`src/rtl/invader_formation.sv`:
```
// Enemy formation engine: ROWS x COLS alive mask, left/right march with edge drops,
// shot collision with single kill per cycle, and a registered pixel/colour layer.
`timescale 1ns/1ps
module invader_formation #(
    parameter int unsigned  COLS    = 8,
    parameter int unsigned  ROWS    = 3,
    parameter int unsigned  X0      = 180,
    parameter int unsigned  Y0      = 40,
    parameter int unsigned  DX      = 80,
    parameter int unsigned  DY      = 50,
    parameter int unsigned  W       = 32,
    parameter int unsigned  H       = 24,
    parameter int unsigned  STEP_X  = 4,
    parameter int unsigned  STEP_Y  = 16,
    parameter int unsigned  X_MIN   = 0,
    parameter int unsigned  X_MAX   = 639,
    parameter int unsigned  Y_FLOOR = 440,
    parameter int unsigned  MIN_DIV = 2,
    parameter logic [23:0]  COLOR   = 24'hFF00FF,
    localparam int unsigned N       = ROWS * COLS,
    localparam int unsigned IDX_W   = (N > 1) ? $clog2(N) : 1,
    localparam int unsigned CNT_W   = $clog2(N + 1)
) (
    input  logic             clk,
    input  logic             reset,
    input  logic             restart,
    input  logic             frame_tick,
    input  logic [9:0]       h_counter,
    input  logic [9:0]       v_counter,
    input  logic             shot_valid,
    input  logic [9:0]       shot_x,
    input  logic [9:0]       shot_y,
    output logic             hit,
    output logic [IDX_W-1:0] hit_index,
    output logic [CNT_W-1:0] alive_count,
    output logic [9:0]       formation_x,
    output logic [9:0]       formation_y,
    output logic             all_dead,
    output logic             reached_floor,
    output logic             pix_on,
    output logic [7:0]       R,
    output logic [7:0]       G,
    output logic [7:0]       B
);

    localparam int unsigned FC_W = $clog2(MIN_DIV + N + 1);

    typedef enum logic [1:0] {StMarchR, StMarchL, StHalt} state_t;

    state_t           state_q, state_d;
    logic [N-1:0]     mask_q, mask_d;
    logic [9:0]       fx_q, fx_d, fy_q, fy_d;
    logic [CNT_W-1:0] alive_q, alive_d;
    logic [FC_W-1:0]  cnt_q, cnt_d;
    logic             hit_q, hit_d;
    logic [IDX_W-1:0] hit_idx_q, hit_idx_d;
    logic             floor_q, floor_d;
    logic             pix_q, pix_d;
    logic [23:0]      rgb_q, rgb_d;

    logic [10:0]      col_x0 [COLS];
    logic [10:0]      row_y0 [ROWS];
    logic [COLS-1:0]  shot_col, pix_col, col_alive;
    logic [ROWS-1:0]  shot_row, pix_row, row_alive;
    logic [N-1:0]     shot_match;
    logic             kill_found, pix_hit;
    logic [IDX_W-1:0] kill_idx;
    int               lc, rc, lr;
    logic [10:0]      right_x, bottom_y;
    logic             at_right, at_left, floor_hit, march_evt;
    logic [FC_W-1:0]  period_m1;

    // True when p lies in [lo, lo+len-1]; widened so the upper bound cannot wrap.
    function automatic logic in_span(input logic [9:0] p, input logic [10:0] lo,
                                     input logic [10:0] len);
        logic [11:0] hi;
        hi = {1'b0, lo} + {1'b0, len};
        return ({2'b00, p} >= {1'b0, lo}) && ({2'b00, p} < hi);
    endfunction

    // Per-column x origin and per-row y origin of the current formation.
    always_comb begin
        for (int c = 0; c < int'(COLS); c++) col_x0[c] = {1'b0, fx_q} + 11'(c * int'(DX));
        for (int r = 0; r < int'(ROWS); r++) row_y0[r] = {1'b0, fy_q} + 11'(r * int'(DY));
    end

    // Column/row membership of the shot point and the current pixel.
    always_comb begin
        for (int c = 0; c < int'(COLS); c++) begin
            shot_col[c] = in_span(shot_x, col_x0[c], 11'(W));
            pix_col[c]  = in_span(h_counter, col_x0[c], 11'(W));
        end
        for (int r = 0; r < int'(ROWS); r++) begin
            shot_row[r] = in_span(shot_y, row_y0[r], 11'(H));
            pix_row[r]  = in_span(v_counter, row_y0[r], 11'(H));
        end
    end

    // Alive-rectangle matching; the lowest matching index wins the kill.
    always_comb begin
        shot_match = '0;
        pix_hit    = 1'b0;
        kill_found = 1'b0;
        kill_idx   = '0;
        for (int r = 0; r < int'(ROWS); r++) begin
            for (int c = 0; c < int'(COLS); c++) begin
                shot_match[r*int'(COLS)+c] = mask_q[r*int'(COLS)+c] & shot_row[r] & shot_col[c];
                pix_hit = pix_hit | (mask_q[r*int'(COLS)+c] & pix_row[r] & pix_col[c]);
            end
        end
        for (int i = int'(N) - 1; i >= 0; i--) begin
            if (shot_match[i]) begin
                kill_found = 1'b1;
                kill_idx   = IDX_W'(i);
            end
        end
    end

    // Extents of the surviving formation (pre-kill mask) for edge and floor tests.
    always_comb begin
        col_alive = '0;
        row_alive = '0;
        lc = 0;
        rc = 0;
        lr = 0;
        for (int r = 0; r < int'(ROWS); r++) begin
            for (int c = 0; c < int'(COLS); c++) begin
                if (mask_q[r*int'(COLS)+c]) begin
                    col_alive[c] = 1'b1;
                    row_alive[r] = 1'b1;
                end
            end
        end
        for (int c = int'(COLS) - 1; c >= 0; c--) if (col_alive[c]) lc = c;
        for (int c = 0; c < int'(COLS); c++) if (col_alive[c]) rc = c;
        for (int r = 0; r < int'(ROWS); r++) if (row_alive[r]) lr = r;
    end

    // Edge, floor and march-timing decisions.
    always_comb begin
        right_x   = col_x0[rc] + 11'(W - 1) + 11'(STEP_X);
        at_right  = right_x > 11'(X_MAX);
        at_left   = col_x0[lc] < 11'(X_MIN + STEP_X);
        bottom_y  = row_y0[lr] + 11'(H - 1);
        floor_hit = (|mask_q) && (bottom_y >= 11'(Y_FLOOR));
        // Fewer survivors -> shorter period -> faster march.
        period_m1 = FC_W'(MIN_DIV) + FC_W'(alive_q) - FC_W'(1);
        march_evt = frame_tick && (cnt_q >= period_m1);
    end

    // Next-state logic: restart first, then kill, floor/all-dead halt, march.
    always_comb begin
        state_d   = state_q;
        mask_d    = mask_q;
        fx_d      = fx_q;
        fy_d      = fy_q;
        alive_d   = alive_q;
        cnt_d     = cnt_q;
        hit_d     = 1'b0;
        hit_idx_d = hit_idx_q;
        floor_d   = floor_q;
        pix_d     = pix_hit;
        if (restart) begin
            state_d   = StMarchR;
            mask_d    = '1;
            fx_d      = 10'(X0);
            fy_d      = 10'(Y0);
            alive_d   = CNT_W'(N);
            cnt_d     = '0;
            hit_idx_d = '0;
            floor_d   = 1'b0;
            pix_d     = 1'b0;
        end else if (state_q != StHalt) begin
            if (shot_valid && kill_found) begin
                mask_d[kill_idx] = 1'b0;
                alive_d          = alive_q - CNT_W'(1);
                hit_d            = 1'b1;
                hit_idx_d        = kill_idx;
            end
            if (floor_hit) begin
                floor_d = 1'b1;
                state_d = StHalt;
            end else if (all_dead) begin
                state_d = StHalt;
            end else if (frame_tick) begin
                if (march_evt) begin
                    cnt_d = '0;
                    if (state_q == StMarchR) begin
                        if (at_right) begin
                            fy_d    = fy_q + 10'(STEP_Y);
                            state_d = StMarchL;
                        end else begin
                            fx_d = fx_q + 10'(STEP_X);
                        end
                    end else begin
                        if (at_left) begin
                            fy_d    = fy_q + 10'(STEP_Y);
                            state_d = StMarchR;
                        end else begin
                            fx_d = fx_q - 10'(STEP_X);
                        end
                    end
                end else begin
                    cnt_d = cnt_q + FC_W'(1);
                end
            end
        end
        rgb_d = pix_d ? COLOR : 24'h000000;
    end

    // State registers with asynchronous reset.
    always_ff @(posedge clk or posedge reset) begin
        if (reset) begin
            state_q   <= StMarchR;
            mask_q    <= '1;
            fx_q      <= 10'(X0);
            fy_q      <= 10'(Y0);
            alive_q   <= CNT_W'(N);
            cnt_q     <= '0;
            hit_q     <= 1'b0;
            hit_idx_q <= '0;
            floor_q   <= 1'b0;
            pix_q     <= 1'b0;
            rgb_q     <= 24'h000000;
        end else begin
            state_q   <= state_d;
            mask_q    <= mask_d;
            fx_q      <= fx_d;
            fy_q      <= fy_d;
            alive_q   <= alive_d;
            cnt_q     <= cnt_d;
            hit_q     <= hit_d;
            hit_idx_q <= hit_idx_d;
            floor_q   <= floor_d;
            pix_q     <= pix_d;
            rgb_q     <= rgb_d;
        end
    end

    // Output mapping.
    always_comb begin
        hit           = hit_q;
        hit_index     = hit_idx_q;
        alive_count   = alive_q;
        formation_x   = fx_q;
        formation_y   = fy_q;
        all_dead      = (alive_q == '0);
        reached_floor = floor_q;
        pix_on        = pix_q;
        R             = rgb_q[23:16];
        G             = rgb_q[15:8];
        B             = rgb_q[7:0];
    end

endmodule

```
`config.mk`:
```
export PLATFORM = sky130hd
export DESIGN_NAME = invader_formation
export DESIGN_NICKNAME = d
export VERILOG_FILES = /design/src/rtl/invader_formation.sv
export SDC_FILE = /design/constraint.sdc
export NUM_CORES = 1
export LEC_CHECK = 0
export BUFFER_PORTS_ARGS = -buffer_cell sky130_fd_sc_hd__buf_2
export CORE_MARGIN = 3
export CORE_UTILIZATION = 55
export DETAILED_ROUTE_END_ITERATION = 8
export PLACE_DENSITY = 0.81
export SYNTH_ARGS = -nofsm -noshare
export SYNTH_HDL_FRONTEND = slang
export SYNTH_SLANG_ARGS = --single-unit
```
`constraint.sdc`:
```
create_clock -name clk -period 5.1 [get_ports clk]
set_input_delay 0.255 -clock clk [delete_from_list [all_inputs] [get_ports clk]]
set_output_delay 0.255 -clock clk [all_outputs]
set_load 0.01 [all_outputs]
```
==> results of run 1 <==
==> worst max-delay path: cells and delay by family (launching register included) <==
| kind | cells | cell delay [ns] |
|---|---|---|
| compound gates | 6 | 1.83 |
| xor+xnor | 1 | 0.20 |
| fa+ha+maj | 2 | 0.59 |
| buf+inv | 2 | 0.38 |
| flops | 1 | 0.52 |
| simple gates | 6 | 1.31 |
==> path summary, 6_finish.rpt <==
path | end | from | cells past startpoint
max in group asynchronous | formation_x[3] | reset | 3
hold reg to reg | hit_index[4] | hit_index[4] | 1
min in group clk | cnt_q[1] | frame_tick | 4
setup reg to reg | mask_q[16] | formation_x[5] | 17
setup / recovery | mask_q[16] | formation_x[5] | 17
hold / removal | hit_index[0] | reset | 3
==> flip-flops by register name, summed over array words and instances (netlist names) <==
register and cells:
cnt_q 5, alive_count 5, state_q 2, formation_y 7
formation_x 8, mask_q 24, reached_floor 1, hit_index 5
hit 1, rgb_q 1
==> per-layer routing <==
layer,part of all wire [%],global-route usage (%)
met5,0,0
met1,44,42.1
met2,46,52.3
met4,2.8,10.5
met3,7.2,4.30
==> synth_stat cells (all sizes together) (9+ instances only) <==
cell     count  share of area [%]
a2111oi     14                1.2
a211o       10               0.77
a211oi      17                1.2
a21o        29                1.9
a21oi       87                3.8
a31oi       22                1.2
and2        10               0.55
and3        13               0.71
buf         51                3.1
clkbuf      17               0.56
dfrtp       27                5.9
dfstp       32                7.3
ha         259                 28
inv         65                2.1
mux2i        9               0.79
nand2       86                2.8
nand2b      22                1.2
nand3       37                1.7
nand4       16               0.87
nor2        81                2.7
nor2b       16               0.87
nor3        32                1.4
nor4        21                1.5
o211ai      10               0.66
o21a        27                1.8
o21ai       77                3.4
o221ai      11               0.84
o22a        17                1.3
or3         18                1.2
xnor2       64                5.4
xor2        19                1.5
==> layout make-up <==
cell class,count,share of cell area [%]
Clock buffer,12,2.03
Multi-Input combinational cell,1176,74.0
Tap cell,270,2.68
Clock inverter,4,0.586
Sequential cell,59,12.0
Inverter,65,1.94
Timing Repair Buffer,140,6.69
==> power breakdown <==
part / internal [mW] / leakage [nW] / switching (mW) / total, mW
sequential: 0.495 / 0.707 / 0.0346 / 0.530
combinational: 0.245 / 5.01 / 0.353 / 0.597
clock: 0.454 / 0.163 / 0.217 / 0.671
total: 1.19 / 5.88 / 0.604 / 1.80
==> stage by stage <==
step / hold slack [ns] / instances / setup slack [ns] / utilization (%)
global route: 0.199 / 1726 / -0.0125 / 61.9
floorplan: 0.469 / 1368 / 0.203 / -
finish: 0.139 / 1726 / 0.175 / 61.9
global placement: 0.481 / 1709 / 0.269 / 60.1
detailed placement: 0.461 / 1709 / 0.133 / 60.1
CTS: 0.157 / 1725 / 0.116 / 61.7
==> logic make-up after synthesis <==
family / share of synthesized area (%)
muxes: 1.28
xor gates and xnor gates: 6.94
AOI/OAI and AO/OA: 26.6
and+or+nand+nor: 17.6
adders and majority gates: 28.6
DFF: 13.3
other: 0.0328
buffers and inverters: 5.78
==> repair_timing <==
action	CTS	global route
resized for setup	0	6
endpoints found under the setup margin	0	24
setup buffers	0	1
==> results.yml, run 1 <==
status:
  status: "completed"
worst_setup_path:
  critPathLaunchType: "register"
  cp_max_fo: 10
  ff2ff_setup_slack_ns: 0.17
  slowest_stage: "dfstp_2"
  crit_chain: "buf_4, buf_4, ha_1, nand2_1, or2_2, xnor2_2, ha_1, and4_1, a2111oi_2, o21ai_0, a221oi_4, nand2_1, o211a_1, a221oi_1, nor3b_1, or3_1, o22a_1"
  critical_path_class: "reg2reg"
  cp.required_ns: 5.36
  cp-end-kind: "register"
  worstPathArrival_ns: 5.19
  slowest_delay_ns: 0.52
synthesis:
  yosys.cell_types.count: 100
  ys_seq_elements: 59
  ys_async_sr_fraction_pct: 100
  yosysSeqAreaShare_pct: 13.3
  synthFlopType: "dfstp_2"
  synth_area_mm2: 0.0114
  synth_edf_count: 0
  avgSynthCellArea_um2: 8.44
  ys_warn_count: 0
  synthCells: 1356
placement:
  placed_cell_area_mm2: 0.0122
  place.gp.congestion: 0.998
  portBuffers: 83
  dp_hpwl_mm: 28.0
power:
  ir_worst_vdd_mv: 0.224
  p_total_mw: 1.80
  powerDensity_mw_per_mm2: 143
  p_leak_nw: 5.88
detailed_routing:
  drt_iter0_drc: 1159
  routed_wl_mm: 35.9
  wl_per_cell_um: 20.8
  drc_errors: 0
  ant_nets: 0
  via_per_inst: 6.54
  via_count: 11300
  drt-pass1-iter-count: 5
clock_tree:
  cts_buffers: 9
  hold_buffers: 0
  path_clk_slew_ns: 0.05
  cts-root-buf: "clkbuf_16"
  cts.sinks: 59
  cts_tree: "yes"
  clk_latency_ns: 0.33
  ctsHtreeMaxLevel: 3
  clock_path_buffers: 2
timing:
  fmax_mhz: 203
  slew_headroom_pct: 35.5
  report.final.slew_viol_count: 0
  setup-violations-final: 0
  post-route-min-period_ns: 4.93
  setup_tns_ns: 0
  fin_crit_sh_pct: 96.6
  hold_viol_final: 0
  tightest_slew_ns: 0.967
  skew_ns: 0.00340
final_layout:
  layout_commonest_cell: "ha_1"
  nFillCells: 1756
  layout.nets: 1756
  multi_input_area_mm2: 0.00933
  stdcell_area_mm2: 0.0126
  syn2layout_area_growth_pct: 10.2
  diodes: 0
  final_cell_mix: "ha_1 (258), a21oi_1 (86), nand2_1 (86)"
  drive_gt1_share_pct: 17.2
  layout.area.seq_mm2: 0.00152
floorplan:
  initial_core_util_pct: 56.2
  ios: 103
  die_w_um: 150
  rows: 52
  dieArea_mm2: 0.0226
  core_area_mm2: 0.0204
  die_h_um: 150
grt:
  grt.total_usage_pct: 31.4
  antenna_found_initial: 0
  grt_pass1_wl_mm: 56.9
  grt_max_degree: 60
  overflow: 0
  grt_pass1_vias: 10800
flow_run:
  drv_cap: 0
worst_hold_path:
  hp-class: "in2async"
No activity file was read; power rests on OpenSTA's default activity.
==> run 2: changes to the inputs <==
--- a/config.mk
+++ b/config.mk
@@ -5,11 +5,13 @@
 export SDC_FILE = /design/constraint.sdc
 export NUM_CORES = 1
 export LEC_CHECK = 0
+export ABC_AREA = 1
 export BUFFER_PORTS_ARGS = -buffer_cell sky130_fd_sc_hd__buf_2
 export CORE_MARGIN = 3
 export CORE_UTILIZATION = 55
+export CTS_BUF_LIST = sky130_fd_sc_hd__clkbuf_8
 export DETAILED_ROUTE_END_ITERATION = 8
-export PLACE_DENSITY = 0.81
+export PLACE_DENSITY = 0.8
 export SYNTH_ARGS = -nofsm -noshare
 export SYNTH_HDL_FRONTEND = slang
 export SYNTH_SLANG_ARGS = --single-unit
==> run 2 against run 1 <==
Largest power group is now combinational cells. Global-route usage down 2.1 points. Clock power down 38%. Setup slack better by 0.28 ns. Highest routed layer unchanged. Non-clock buffer count down 34. Power rose to 4.6 times the previous value. Maximum frequency up 6.1%. Critical path depth up 11. Utilization down 2.0 points. Critical endpoint is now mask_q[19]. Critical path type unchanged. Worst hold slack worse by 0.022 ns. Sequential share of layout area about the same. Sequential power up 50%.
==> results.yml, run 2 <==
status:
  status: "completed"
grt:
  grt_pass1_wl_mm: 56.7
  grt_pass1_vias: 11200
  antenna_found_initial: 0
  grt.total_usage_pct: 29.3
  overflow: 0
  grt_max_degree: 60
placement:
  place.gp.congestion: 1.03
  portBuffers: 83
  dp.cells: 2057
  place_worst_setup_slack_ns: 0.441
  placed_cell_area_mm2: 0.0124
  dp_hpwl_mm: 28.1
final_layout:
  layout.nets: 2098
  fin_cells: 2073
  stdcell_area_mm2: 0.0126
  largest_reg_flops: 24
  syn2layout_area_growth_pct: 6.53
  drive_gt1_share_pct: 14.1
  final_cell_mix: "nand2_1 (340), ha_1 (258), inv_1 (223)"
  post-route-util_pct: 59.9
  largest-register: "mask_q"
  diodes: 0
  layout_commonest_cell: "nand2_1"
synthesis:
  synth.top_cell.area_share_pct: 27.3
  ys_seq_elements: 59
  synth_top_area_cell: "ha_1"
  synth-simple-area-share_pct: 27.5
  yosys.cell_types.count: 65
  synth_area_mm2: 0.0119
  synth_compound_area_share_pct: 16.7
  avgSynthCellArea_um2: 6.89
  synthFlopType: "dfstp_2"
  synth_edf_count: 0
  synth_adder_area_share_pct: 27.5
  yosys-top-cells-count: "nand2_1 (340), ha_1 (259), inv_1 (223)"
  synth-xor-area-share_pct: 3.99
  yosysMostFrequentCell: "nand2_1"
  yosysSeqAreaShare_pct: 12.8
  yosys-top-cells-area: "ha_1 (27%), nand2_1 (11%), dfstp_2 (7.1%), inv_1 (7.1%), dfrtp_1 (5.7%)"
  ys_async_sr_fraction_pct: 100
  ys_warn_count: 0
  synth_mux_area_share_pct: 0
  synth_top_family_by_area: "simple AND/OR/NAND/NOR gates"
  synthCells: 1721
timing:
  report.final.slew_viol_count: 0
  fin_crit_sh_pct: 91.0
  hold_viol_final: 0
  tightest_slew_ns: 0.898
  setup-violations-final: 0
  slew_headroom_pct: 40.0
  fmax_mhz: 215
  rsz0062_at_grt: "false"
  fin_hold_ws_ns: 0.117
  setup_tns_ns: 0
  skew_ns: 0.0108
  setup_ws_ns: 0.459
  post-route-min-period_ns: 4.64
power:
  p_sw_share_pct: 59.1
  sequentialPowerShare_pct: 9.5
  p_total_mw: 8.35
  ir_worst_vdd_mv: 0.521
  switchingPower_mw: 4.93
  p_leak_nw: 6.85
  powerDensity_mw_per_mm2: 660
  p_clk_share_pct: 5.0
  intPower_mw: 3.41
  p_comb_share_pct: 85.5
worst_setup_path:
  crit_top_cell: "nand2_1"
  crit_family: "simple AND/OR/NAND/NOR gates"
  worstPathArrival_ns: 4.92
  cp.depth: 28
  reg2reg_to: "mask_q[19]"
  cp-end-kind: "register"
  critical_path_class: "reg2reg"
  slowest_delay_ns: 0.72
  r2r-start: "formation_x[5]"
  critPathLaunchType: "register"
  r2r_cells: 28
  cp.required_ns: 5.37
  cp_max_fo: 12
  ff2ff_setup_slack_ns: 0.46
  cp_num_buf_inv: 5
  slowest_stage: "dfstp_4"
clock_tree:
  ctsHtreeMaxLevel: 3
  clk_latency_ns: 0.35
  cts-root-buf: "clkbuf_8"
  cts_tree: "yes"
  hold_buffers: 0
  cts.sinks: 59
  path_clk_slew_ns: 0.07
  cts_buffers: 9
  clock_path_buffers: 2
detailed_routing:
  drt-pass1-iter-count: 6
  routed_wl_mm: 35.4
  ant_nets: 0
  via_per_inst: 5.78
  wl_per_cell_um: 17.1
  drc_errors: 0
  drt_iter0_drc: 1050
  via_count: 12000
floorplan:
  initial_core_util_pct: 56.3
  core_area_mm2: 0.0211
  dieArea_mm2: 0.0234
  ios: 103
  die_w_um: 153
  die_h_um: 153
  rows: 53
worst_hold_path:
  hp-class: "in2async"
flow_run:
  drv_cap: 0
[run 2: worst min-delay path, stage by stage]
cell and delay [ns]:
buf_2 0.10, inv_2 0.03, buf_4 0.59
[run 2: worst max-delay path by stage]
stage                               from    endpoint  slack [ns]
final                     formation_x[5]  mask_q[19]        0.46
after floorplan           formation_x[4]  mask_q[16]        0.83
after global routing      formation_y[3]   mask_q[8]        0.02
after detailed placement  formation_x[5]  mask_q[19]        0.44
after global placement    formation_x[5]  mask_q[21]        0.53
after CTS                 formation_x[5]   mask_q[8]        0.42
[run 2: what timing repair did]
item / in CTS / in global routing
buffers inserted: 0 / 0
gates resized for setup: 0 / 3
endpoints found under the setup margin: 0 / 16
[run 2: power by group through the flow]
stage | clock network (mW) | logic [mW] | registers, mW
after floorplan | 0 | 5.20 | 0.811
after global placement | 0 | 6.71 | 0.789
after detailed placement | 0 | 6.96 | 0.793
after CTS | 0.426 | 7.01 | 0.787
after global routing | 0.449 | 8.02 | 0.813
final | 0.419 | 7.13 | 0.793
[run 2: area by class of cell]
type                            instances  area, um^2
Inverter                              255         965
Sequential cell                        59        1520
Multi-Input combinational cell       1362        9040
Clock inverter                          7        61.3
Timing Repair Buffer                  106         588
Clock buffer                            9         124
Fill cell                            1946        8450
Tap cell                              275         344
[run 2: routing by layer]
layer / part of all wire (%) / track usage [%] / up-vias
li1: - / - / 5925
met1: 43 / 40.2 / 5508
met2: 46 / 48.9 / 473
met3: 8.0 / 3.11 / 81
met4: 2.6 / 8.57 / 0
met5: 0 / 0 / -
[run 2: kinds of logic (layout without fill, tap and decap cells)]
group | Yosys count | in the layout
AND/OR/NAND/NOR | 698 | 698
AO/OA/AOI/OAI | 337 | 337
buffers and inverters | 312 | 377
adder cells (fa/ha/maj) | 260 | 260
flip-flops | 59 | 59
XOR/XNOR | 54 | 54
other | 1 | 13
